**config.mk**
```make
export PLATFORM = sky130hd
export DESIGN_NAME = rr_mux_arbiter
export DESIGN_NICKNAME = d
export VERILOG_FILES = /design/src/rtl/rr_mux_arbiter.sv
export SDC_FILE = /design/constraint.sdc
export NUM_CORES = 1
export LEC_CHECK = 0
export ABC_AREA = 1
export BUFFER_PORTS_ARGS = -buffer_cell sky130_fd_sc_hd__buf_4
export CAP_MARGIN = 20
export CORE_MARGIN = 8
export CORE_UTILIZATION = 59
export CTS_CLUSTER_SIZE = 30
export DETAILED_ROUTE_END_ITERATION = 10
export HOLD_SLACK_MARGIN = 0.12
export PLACE_DENSITY = 0.82
export SLEW_MARGIN = 20
export SYNTH_ARGS = -nofsm -noshare
export SYNTH_HDL_FRONTEND = slang
export SYNTH_SLANG_ARGS = --single-unit
export TNS_END_PERCENT = 5
```
**constraint.sdc**
```tcl
create_clock -name clk -period 3.7 [get_ports clk]
set_clock_uncertainty 0.1 [all_clocks]
set_input_delay 0.74 -clock clk [delete_from_list [all_inputs] [get_ports clk]]
set_output_delay 0.74 -clock clk [all_outputs]
set_load 0.005 [all_outputs]
```
**src/rtl/rr_mux_arbiter.sv**
```systemverilog
// ---------------------------------------------------------------------------
// rr_mux_arbiter
//   Round-robin arbiter and sequencer for a shared N:1 mux output path.
//   One requester is granted at a time; the granted requester's data is
//   forwarded to a single downstream consumer with a valid/ready handshake.
//
// Parameters
//   N     number of requesters (power of two, 2..16)
//   W     data width per requester
//   SELW  select width, derived from N
//
// Ports
//   clk        in   1     clock, rising edge
//   rst_n      in   1     asynchronous active-low reset
//   req        in   N     request per requester, held until its beat transfers
//   data       in   N*W   requester data, slice i = data[i*W +: W]
//   lock       in   N     keep the grant after a transfer (RR_ARB_LOCK_EN only)
//   gnt        out  N     registered one-hot grant (zero when idle)
//   sel        out  SELW  registered mux select = index of granted requester
//   out_valid  out  1     granted data valid (req[sel] while busy)
//   out_data   out  W     data[sel] when out_valid, else 0
//   out_ready  in   1     consumer accepts; transfer = out_valid & out_ready
//
// Build option
//   RR_ARB_LOCK_EN  when defined, adds the lock port: a transfer with
//                   lock[sel]=1 keeps the same grant for back-to-back beats.
// ---------------------------------------------------------------------------
module rr_mux_arbiter #(
    parameter  int N    = 8,
    parameter  int W    = 1,
    localparam int SELW = $clog2(N)
) (
    input  logic              clk,
    input  logic              rst_n,
    input  logic [N-1:0]      req,
    input  logic [N*W-1:0]    data,
`ifdef RR_ARB_LOCK_EN
    input  logic [N-1:0]      lock,
`endif
    output logic [N-1:0]      gnt,
    output logic [SELW-1:0]   sel,
    output logic              out_valid,
    output logic [W-1:0]      out_data,
    input  logic              out_ready
);

    typedef enum logic {
        ST_IDLE = 1'b0,
        ST_BUSY = 1'b1
    } state_t;

    state_t          r_state;
    logic [SELW-1:0] r_ptr;
    logic [SELW-1:0] r_sel;
    logic [N-1:0]    r_gnt;

    state_t          w_state_nxt;
    logic [SELW-1:0] w_ptr_nxt;
    logic [SELW-1:0] w_sel_nxt;
    logic [N-1:0]    w_gnt_nxt;
    logic [SELW-1:0] w_sel_p1;
    logic [N-1:0]    w_req_masked;
    logic            w_req_sel;
    logic            w_lock_sel;

    // One-hot decode of an index.
    function automatic logic [N-1:0] f_onehot(input logic [SELW-1:0] idx);
        logic [N-1:0] v;
        v      = '0;
        v[idx] = 1'b1;
        return v;
    endfunction

    // First requester at or after 'start', wrapping modulo N. Scanning from
    // the far end backwards lets the nearest hit overwrite the others, so no
    // early exit is needed. Result is don't-care when r is all zero.
    function automatic logic [SELW-1:0] f_winner(input logic [N-1:0]    r,
                                                 input logic [SELW-1:0] start);
        logic [SELW-1:0] idx;
        logic [SELW-1:0] win;
        win = start;
        for (int k = N - 1; k >= 0; k--) begin
            idx = start + SELW'(k);   // wraps naturally since N is a power of two
            if (r[idx]) win = idx;
        end
        return win;
    endfunction

    assign w_sel_p1     = r_sel + SELW'(1);
    assign w_req_sel    = req[r_sel];
    // Masking the just-served line makes a lone requester see one idle
    // cycle between beats, which is what gives the others a fair chance.
    assign w_req_masked = req & ~f_onehot(r_sel);

`ifdef RR_ARB_LOCK_EN
    assign w_lock_sel = lock[r_sel];
`else
    assign w_lock_sel = 1'b0;
`endif

    always_comb begin
        w_state_nxt = r_state;
        w_ptr_nxt   = r_ptr;
        w_sel_nxt   = r_sel;
        w_gnt_nxt   = r_gnt;
        unique case (r_state)
            ST_IDLE: begin
                if (|req) begin
                    w_state_nxt = ST_BUSY;
                    w_sel_nxt   = f_winner(req, r_ptr);
                    w_gnt_nxt   = f_onehot(f_winner(req, r_ptr));
                end else begin
                    w_gnt_nxt   = '0;
                end
            end
            ST_BUSY: begin
                if (!w_req_sel) begin
                    // Requester withdrew before its beat was taken.
                    w_ptr_nxt   = w_sel_p1;
                    w_state_nxt = ST_IDLE;
                    w_gnt_nxt   = '0;
                end else if (out_ready) begin
                    if (!w_lock_sel) begin
                        w_ptr_nxt = w_sel_p1;
                        if (|w_req_masked) begin
                            w_sel_nxt = f_winner(w_req_masked, w_sel_p1);
                            w_gnt_nxt = f_onehot(f_winner(w_req_masked, w_sel_p1));
                        end else begin
                            w_state_nxt = ST_IDLE;
                            w_gnt_nxt   = '0;
                        end
                    end
                end
                // out_ready low: everything holds, no re-arbitration.
            end
            default: begin
                w_state_nxt = ST_IDLE;
                w_gnt_nxt   = '0;
            end
        endcase
    end

    always_ff @(posedge clk or negedge rst_n) begin
        if (!rst_n) begin
            r_state <= ST_IDLE;
            r_ptr   <= '0;
            r_sel   <= '0;
            r_gnt   <= '0;
        end else begin
            r_state <= w_state_nxt;
            r_ptr   <= w_ptr_nxt;
            r_sel   <= w_sel_nxt;
            r_gnt   <= w_gnt_nxt;
        end
    end

    assign gnt       = r_gnt;
    assign sel       = r_sel;
    assign out_valid = (r_state == ST_BUSY) && w_req_sel;
    assign out_data  = out_valid ? data[r_sel*W +: W] : '0;

endmodule
```
# == Yosys cells after proc, flatten, opt, wreduce, memory -nomap -nowiden ==
# Cells that the tools add are included.
# classes
magnitude_cmp,22
eq_ne,6
shift,1
n_bitwise,3
add_sub_neg,15
mux,76
n_reduce_logical,8
# op_table
cell,n
$lt 3x4->1 const B,19
$mux 3,24
$bmux 1 s3,17
$mux 8,4
$mux 1,25
$add 3x3->3 const B,8
$pmux 8 s2,1
$reduce_or 8->1,2
$add 3x2->3 const B,4
$add 3x1->3 const B,3
$demux 1 s3,3
$ge 3x1->1 const B,3
$and 8x8->8,1
$not 8->8,1
$shiftx 8x4->1,1
$ne 2x2->1 const B,3
$pmux 3 s2,1
$logic_and 1x1->1,4
$ne 2x1->1 const B,2
$reduce_and 4->1,1
$ne 3x3->1 const B,1
$pmux 1 s2,1
$reduce_and 2->1,1
$not 1->1,1
# totals
inputBits,19
output_inout_bits,13
reg_bits,15

# == Depth between registers and ports, before layout ==
# Gate-level depths: netlist of the first run.
# logic_depth
depth_word,28
ltp_mapped,22
ltp_nobuf,20

# == Worst setup path before layout of the first run ==
# OpenSTA, ideal clock, no wires.
# synth_timing
kind,register to register
from,register r_sel[0] (netlist: sel[0])
to,register r_gnt[1] (netlist: gnt[1])
period_less_slack_ns,2.620
required_ns,3.523
setup_slack_ns,1.080
setup_ns,0.077
path_stages_with_launch,23
t_arrival_ns,2.443
cell_sequence,dfrtp_1 -> buf_6 -> inv_4 -> buf_6 -> ha_1 -> buf_6 -> inv_2 -> nand3_1 -> nand2_1 -> nor2_1 -> nor2_2 -> nand2_1 -> nand2_1 -> nand2_1 -> nand2_1 -> nand2_1 -> nand2_2 -> nand2_1 -> nand2_1 -> nand2_1 -> nor2_2 -> nand4_1 -> a21oi_1
# synth_via
word_cells_on_any_way,56
classes_between,add/sub (8); order compare (4); eq/ne (1); mux (38); bitwise (2); reduce/logical (3)
# synth_rtl
element,line_no,rtl
start: declaration,54,logic [SELW-1:0] r_sel;
start signal: assignment,152,r_sel <= w_sel_nxt;
$add 3x1->3 *,89,assign w_sel_p1 = r_sel + SELW'(1);
named net w_sel_p1[0],61,logic [SELW-1:0] w_sel_p1;
$add 3x3->3,83,idx = start + SELW'(k);
$bmux 1 s3,84,if (r[idx]) win = idx;
$mux 1 (implied by the code),84,
$mux 3 (7 in a row),84,
$mux 3 *,84,
$mux 3 *,125,if (|w_req_masked) begin
(+3 left out),-,
$lt 3x4->1 (implied by the code) or $ge 3x1->1 (tied branches),70,v[idx] = 1'b1;
$logic_and 1x1->1 (implied by the code),70,
$mux 1 (implied by the code),70,
$demux 1 s3 *,70,
$mux 8 *,125,
$mux 8 *,122,end else if (out_ready) begin
$mux 8 *,117,if (!w_req_sel) begin
$pmux 8 s2 *,106,unique case (r_state)
end signal: assignment,153,r_gnt <= w_gnt_nxt;
end: declaration,55,logic [N-1:0] r_gnt;
# The timed path passes the listed nets; every way through them passes the cells marked *. The select of a mux whose other input is x is not followed.
# A chain may end at the register's enable or synchronous reset.

# == Final worst setup path of the first run ==
# layout_timing
from,register r_ptr[1]
to,register r_gnt[5] (netlist: gnt[5])
# layout_via
elab_chain_len,19
word_cells_on_any_way,40
classes_between,add/sub (7); order compare (2); mux (30); reduce/logical (1)
# layout_rtl
element,line_no,rtl
start: declaration,53,logic [SELW-1:0] r_ptr;
start signal: assignment,151,r_ptr <= w_ptr_nxt;
$add 3x3->3,83,
$bmux 1 s3,84,
$mux 1 (implied by the code),84,
$mux 3 (7 in a row),84,
$mux 3 *,84,
$mux 3 *,108,if (|req) begin
$mux 3 *,106,
$lt 3x4->1 (implied by the code) or $ge 3x1->1 (tied branches),70,
$logic_and 1x1->1 (implied by the code),70,
$mux 1 (implied by the code),70,
$demux 1 s3 *,70,
$mux 8 *,108,
$pmux 8 s2 *,106,
# Mark *: on every way between the ends. The rest lies on a longest branch, timed or not. The select of a mux whose other input is x is not followed.

==> impl_metrics.csv, run 1 <==
group,metric,value,unit
status,status,"finished clean",
grt,grt_usage,21.7,%
setup_path,worstPathMaxFanout,11,
clock_network,clock_latency,250,ps
sta,finalCritPeriodShare,83.6,%
clock_network,clkTransAtPathRegs,60,ps
setup_path,reg2reg_depth,19,
clock_network,cts-root-buf,"clkbuf_8",
logic_synthesis,async_flop_share,100,%
detailed_routing,dr.pass1.iters,5,
detailed_routing,finalWirelength,6840,um
sta,fmax,0.323,GHz
logic_synthesis,seq_area_frac_synth,16.6,%
detailed_routing,ant_nets,0,
logic_synthesis,ys_top_cells_by_count,"141 x nand2_1, 76 x nand3_1, 39 x inv_1",
placed_design,gp_routability_congestion,0.952,
sta,report.final.hold_viol_count,0,
setup_path,crit_buf_inv,2,
grt,grt_pass1_vias,2435,
cells_and_area,layout-drive-gt1-share,14.1,%
floorplanning,dieArea,0.00606,sq mm
setup_path,cp-start-kind,"flop",
setup_path,cp.required,3780,ps
logic_synthesis,ys_warn_count,0,
detailed_routing,via_per_inst,5.75,
logic_synthesis,netlist_area,0.00226,sq mm
detailed_routing,wire_per_inst,14.0,um
clock_network,ctsHoldBuffers,0,
grt,antenna_found_initial,0,
setup_path,arrival,3170,ps
setup_path,worstPathCellList,"inv_2, ha_1, inv_1, nand3_1, nand3_1, nand2_1, nand2_1, nand2_1, nand2_1, nand2_1, nand2_1, nand2_1, nand2_1, nand2_1, nand2_1, nand3_1, nor2_1, nor2_1, a21oi_1",
floorplanning,rows,22,
grt,grt_max_degree,21,
sta,min_period,3090,ps
run,max-cap-violations,0,
clock_network,clock_sinks,15,
floorplanning,start_util,61.7,%
placed_design,hpwl,5200,um
setup_path,critPathCapture,"gnt[5]$_DFFE_PN0P_",
logic_synthesis,synth.most_common_cell,"nand2_1",
clock_network,cts_resized,0,
setup_path,slowest_delay,610,ps
setup_path,reg2reg_slack,610,ps
clock_network,cts_max_level,1,
logic_synthesis,synth_area_leader_cell,"nand2_1",
setup_path,reg2reg_to,"gnt[5]$_DFFE_PN0P_",
grt,grt-ovfl-total,0,
setup_path,crit_type,"flop to flop",
floorplanning,core,0.00366,sq mm
grt,grt_pass1_wl,11300,um
setup_path,crit_path_start,"r_ptr[1]$_DFFE_PN0P_",
floorplanning,ios,32,
setup_path,critPathTopFamily,"simple AND/OR/NAND/NOR gates",
sta,report.final.setup_viol,0,
cells_and_area,n_antenna_cell,0,
cells_and_area,fin_nets,463,
clock_network,cts_tree,"built",
cells_and_area,synthToLayoutAreaGrowth,12.0,%
logic_synthesis,synth_flop_cell,"dfrtp_1",
logic_synthesis,synth_cell_types,32,
logic_synthesis,synth_seq_cells,15,
logic_synthesis,syn_inst,411,
sta,fin_setup_tns,0,ps
detailed_routing,dr.first_iter.drc_count,357,
logic_synthesis,yosysTopAreaCellShare,23.4,%
floorplanning,fp.dieH,77.9,um
logic_synthesis,synth_edf_count,0,
logic_synthesis,yosys-top-cells-area,"nand2_1 23%, nand3_1 17%, dfrtp_1 17%",
logic_synthesis,synth_fp_nets,434,
setup_path,path_depth,19,
floorplanning,die_w,77.9,um
placed_design,port-buffer-count,31,
worst_hold_path,hold_class,"primary input to asynchronous set/reset pin",
detailed_routing,drcViolationCount,0,
sta,rsz0062_at_grt,"no",
sta,relSlewSlack,58.7,%
sta,tightest_slew,613,ps
clock_network,cts_buffers,3,
detailed_routing,vias,2798,
clock_network,cts_setup_buffers,0,
setup_path,end_kind,"flop",
clock_network,clockBufferDepth,2,
sta,final-max-slew-violation-count,0,
logic_synthesis,synth_area_per_cell,5.49,sq um
setup_path,crit_path_frequent_cell,"nand2_1",
setup_path,slowest_stage,"dfrtp_1",
setup_path,r2r-start,"r_ptr[1]$_DFFE_PN0P_",
==> logic make-up after synthesis <==
group / share of synthesized area, %
simple gates: 55.0
buf+inv: 11.2
compound gates: 11.6
flops: 16.6
xor+xnor: 3.38
fa+ha+maj: 2.22
==> routing by layer <==
metal  vias to the layer above  share of wire (%)  global-route usage (%)
li1                       1408                  -                       -
met1                      1239                 45                    29.4
met2                       142                 45                    35.0
met3                         9                9.4                    4.03
met4                         0               0.83                    4.15
met5                         -                  0                       0
==> registers in the layout (all words and copies together) (netlist names) <==
signal	cells
gnt	8
r_ptr	3
sel	3
r_state	1
==> how the worst min path moves through the flow <==
stage | slack (ps) | depth (start not counted) | from | end
3_5_place_dp | 420 | 2 | gnt[6]$_DFFE_PN0P_ | gnt[6]$_DFFE_PN0P_
3_3_place_gp | 410 | 2 | gnt[6]$_DFFE_PN0P_ | gnt[6]$_DFFE_PN0P_
6_report | 230 | 1 | rst_n | gnt[5]$_DFFE_PN0P_
4_1_cts | 240 | 1 | rst_n | gnt[5]$_DFFE_PN0P_
5_1_grt | 240 | 1 | rst_n | gnt[5]$_DFFE_PN0P_
2_1_floorplan | 340 | 0 | rst_n | gnt[0]$_DFFE_PN0P_
==> layout by cell type (no fill, tap or decap), drive strengths merged <==
cell type and count:
a31oi 2, xnor2 4, nand3 77, dfrtp 15, a22oi 1, clkinv 1
a21oi 20, o2111ai 1, nand2 153, and2 3, nand4 7, clkbuf 3
nor3b 1, nor2 37, nor3 2, o21a 1, o21ai 20, o22ai 4
ha 4, inv 46, buf 32, xor2 3, nor4 2
==> per-stage QoR <==
step	instance area (sq um)	worst slack [ps]	utilization, %	hold slack [ps]	cells
final	2530	605	69.1	233	487
after floorplan	2260	1080	-	344	411
after detailed placement	2480	751	67.8	419	483
after global routing	2530	326	69.1	237	487
after global placement	2480	763	67.8	414	483
after CTS	2530	687	69.1	239	487
==> area by class of cell <==
type | instances | area (sq um)
multi-input combinational | 342 | 1630
sequential | 15 | 375
tap | 48 | 60.1
clock inverter | 1 | 5.00
fill | 367 | 1130
timing repair buffer | 32 | 240
clock buffer | 3 | 41.3
inverter | 46 | 178
Power of run 1 is left out: the tool's default activity adds up to more than one toggle a clock period on the data nets, which glitch-free logic cannot reach.
==> run 2: changes to the inputs <==
clock period = 2.9 ns   (was 3.7 ns; I/O delays follow)
==> run 2 against run 1 <==
Final area increased by 3.3%. First-iteration DRC count decreased by 24%. Global-route usage increased by 1.3 points. Sequential share of layout area decreased by 0.47 points. Cell count increased by 1.2%. Utilization increased by 2.3 points. Critical path depth decreased by 13. Register-to-register slack got worse by 350 ps. Critical endpoint is now out_data. Die area unchanged. Clock-buffer cell count unchanged. Largest cell class unchanged. Non-clock buffer count increased by 6. Flip-flop and latch count unchanged.
==> impl_metrics.csv, run 2 (synthesis gave the netlist of run 1 again) <==
group,metric,value,unit
status,status,"finished clean",
floorplanning,die_w,77.9,um
setup_path,cp.required,2220,ps
setup_path,critPathCapture,"out_data",
placed_design,hpwl,5360,um
setup_path,cp-start-kind,"flop",
clock_network,clock_latency,260,ps
sta,min_period,2720,ps
floorplanning,fp.dieH,77.9,um
clock_network,clkTransAtPathRegs,70,ps
detailed_routing,wire_per_inst,14.0,um
detailed_routing,ant_nets,0,
floorplanning,ios,32,
grt,grt_pass1_vias,2742,
clock_network,cts-root-buf,"clkbuf_8",
setup_path,worstPathMaxFanout,10,
sta,final-max-slew-violation-count,0,
sta,rsz0062_at_grt,"no",
cells_and_area,final_cell_mix,"141 x nand2_1, 76 x nand3_1, 38 x inv_1",
cells_and_area,synthToLayoutAreaGrowth,15.6,%
clock_network,cts_tree,"built",
cells_and_area,layout.cells.most_common,"nand2_1",
sta,finalCritPeriodShare,93.9,%
sta,fin_setup_tns,0,ps
worst_hold_path,hold_class,"flop to flop",
cells_and_area,n_antenna_cell,0,
setup_path,arrival,2040,ps
sta,report.final.hold_viol_count,0,
detailed_routing,drcViolationCount,0,
setup_path,crit_type,"flop to output port",
setup_path,r2r-start,"sel[0]$_DFFE_PN0P_",
setup_path,end_kind,"output port",
grt,grt-ovfl-total,0,
sta,fmax,0.367,GHz
clock_network,cts_max_level,1,
setup_path,reg2reg_depth,21,
detailed_routing,vias,2885,
cells_and_area,layout-drive-gt1-share,16.0,%
detailed_routing,dr.first_iter.drc_count,273,
placed_design,gp_routability_congestion,1.01,
floorplanning,start_util,61.7,%
grt,grt_usage,23.0,%
floorplanning,rows,22,
clock_network,clockBufferDepth,2,
detailed_routing,finalWirelength,6900,um
grt,grt_pass1_wl,12000,um
placed_design,port-buffer-count,31,
grt,grt_max_degree,21,
cells_and_area,largest_reg_flops,8,
sta,tightest_slew,591,ps
grt,antenna_found_initial,0,
setup_path,reg2reg_slack,260,ps
detailed_routing,dr.pass1.iters,5,
setup_path,reg2reg_to,"gnt[5]$_DFFE_PN0P_",
setup_path,crit_path_start,"sel[2]$_DFFE_PN0P_",
sta,relSlewSlack,60.2,%
run,max-cap-violations,0,
floorplanning,dieArea,0.00606,sq mm
clock_network,clock_sinks,15,
floorplanning,core,0.00366,sq mm
detailed_routing,via_per_inst,5.85,
cells_and_area,fin_nets,469,
clock_network,cts_buffers,3,
sta,report.final.setup_viol,0,
-- run 2: cell count changes in the layout (fill, tap and decap cells not counted), sizes merged --
| cell | change |
|---|---|
| buf | +5 |
| clkinv | -1 |
| clkinvlp | +1 |
| dlygate4sd3 | +1 |
-- run 2: through the flow --
| step | cells | area, sq um | utilization, % | setup WS, ps | hold WS (ps) |
|---|---|---|---|---|---|
| after floorplan | 411 | 2260 | - | 280 | 184 |
| after global placement | 488 | 2520 | 68.8 | 183 | 345 |
| after detailed placement | 488 | 2520 | 68.8 | 126 | 345 |
| after CTS | 493 | 2580 | 70.4 | 104 | 433 |
| after global routing | 493 | 2610 | 71.3 | 4.17 | 450 |
| final | 493 | 2610 | 71.3 | 177 | 427 |
-- run 2: worst min path at each step --
stage / start / endpoint / slack [ps] / cells past startpoint
after floorplan: rst_n / gnt[0]$_DFFE_PN0P_ / 180 / 0
after global placement: rst_n / gnt[2]$_DFFE_PN0P_ / 340 / 1
after detailed placement: rst_n / gnt[2]$_DFFE_PN0P_ / 350 / 1
after CTS: gnt[6]$_DFFE_PN0P_ / gnt[6]$_DFFE_PN0P_ / 430 / 2
after global routing: gnt[6]$_DFFE_PN0P_ / gnt[6]$_DFFE_PN0P_ / 450 / 2
final: gnt[6]$_DFFE_PN0P_ / gnt[6]$_DFFE_PN0P_ / 430 / 2
-- run 2: cell type report --
cell class                 count  area [sq um]
multi-input combinational    342          1650
fill                         326          1050
sequential                    15           375
timing repair buffer          38           295
inverter                      46           180
tap                           48          60.1
clock buffer                   3          41.3
clock inverter                 1          7.51
-- run 2: per-layer routing --
metal	routed length, um	GRT usage (%)	share of wire (%)
met3	756	5.07	11
met4	167	7.74	2.4
met2	2960	37.9	43
met1	3010	28.7	44
met5	0	0	0
-- run 2: critical path, stage by stage (launching register included) --
cell and delay (ps):
dfrtp_1 610, nand2_1 230, o2111ai_1 260, inv_1 120, nor2_1 290, o21a_1 180, buf_4 100
-- run 2: timing repair --
action | in CTS | in global routing
hold buffers | 1 | 0
endpoints found under the setup margin | 0 | 10
setup buffers | 0 | 0
gates resized for setup | 0 | 9
hold endpoints to repair | 15 | 0
Power of run 2 is left out for the same reason.
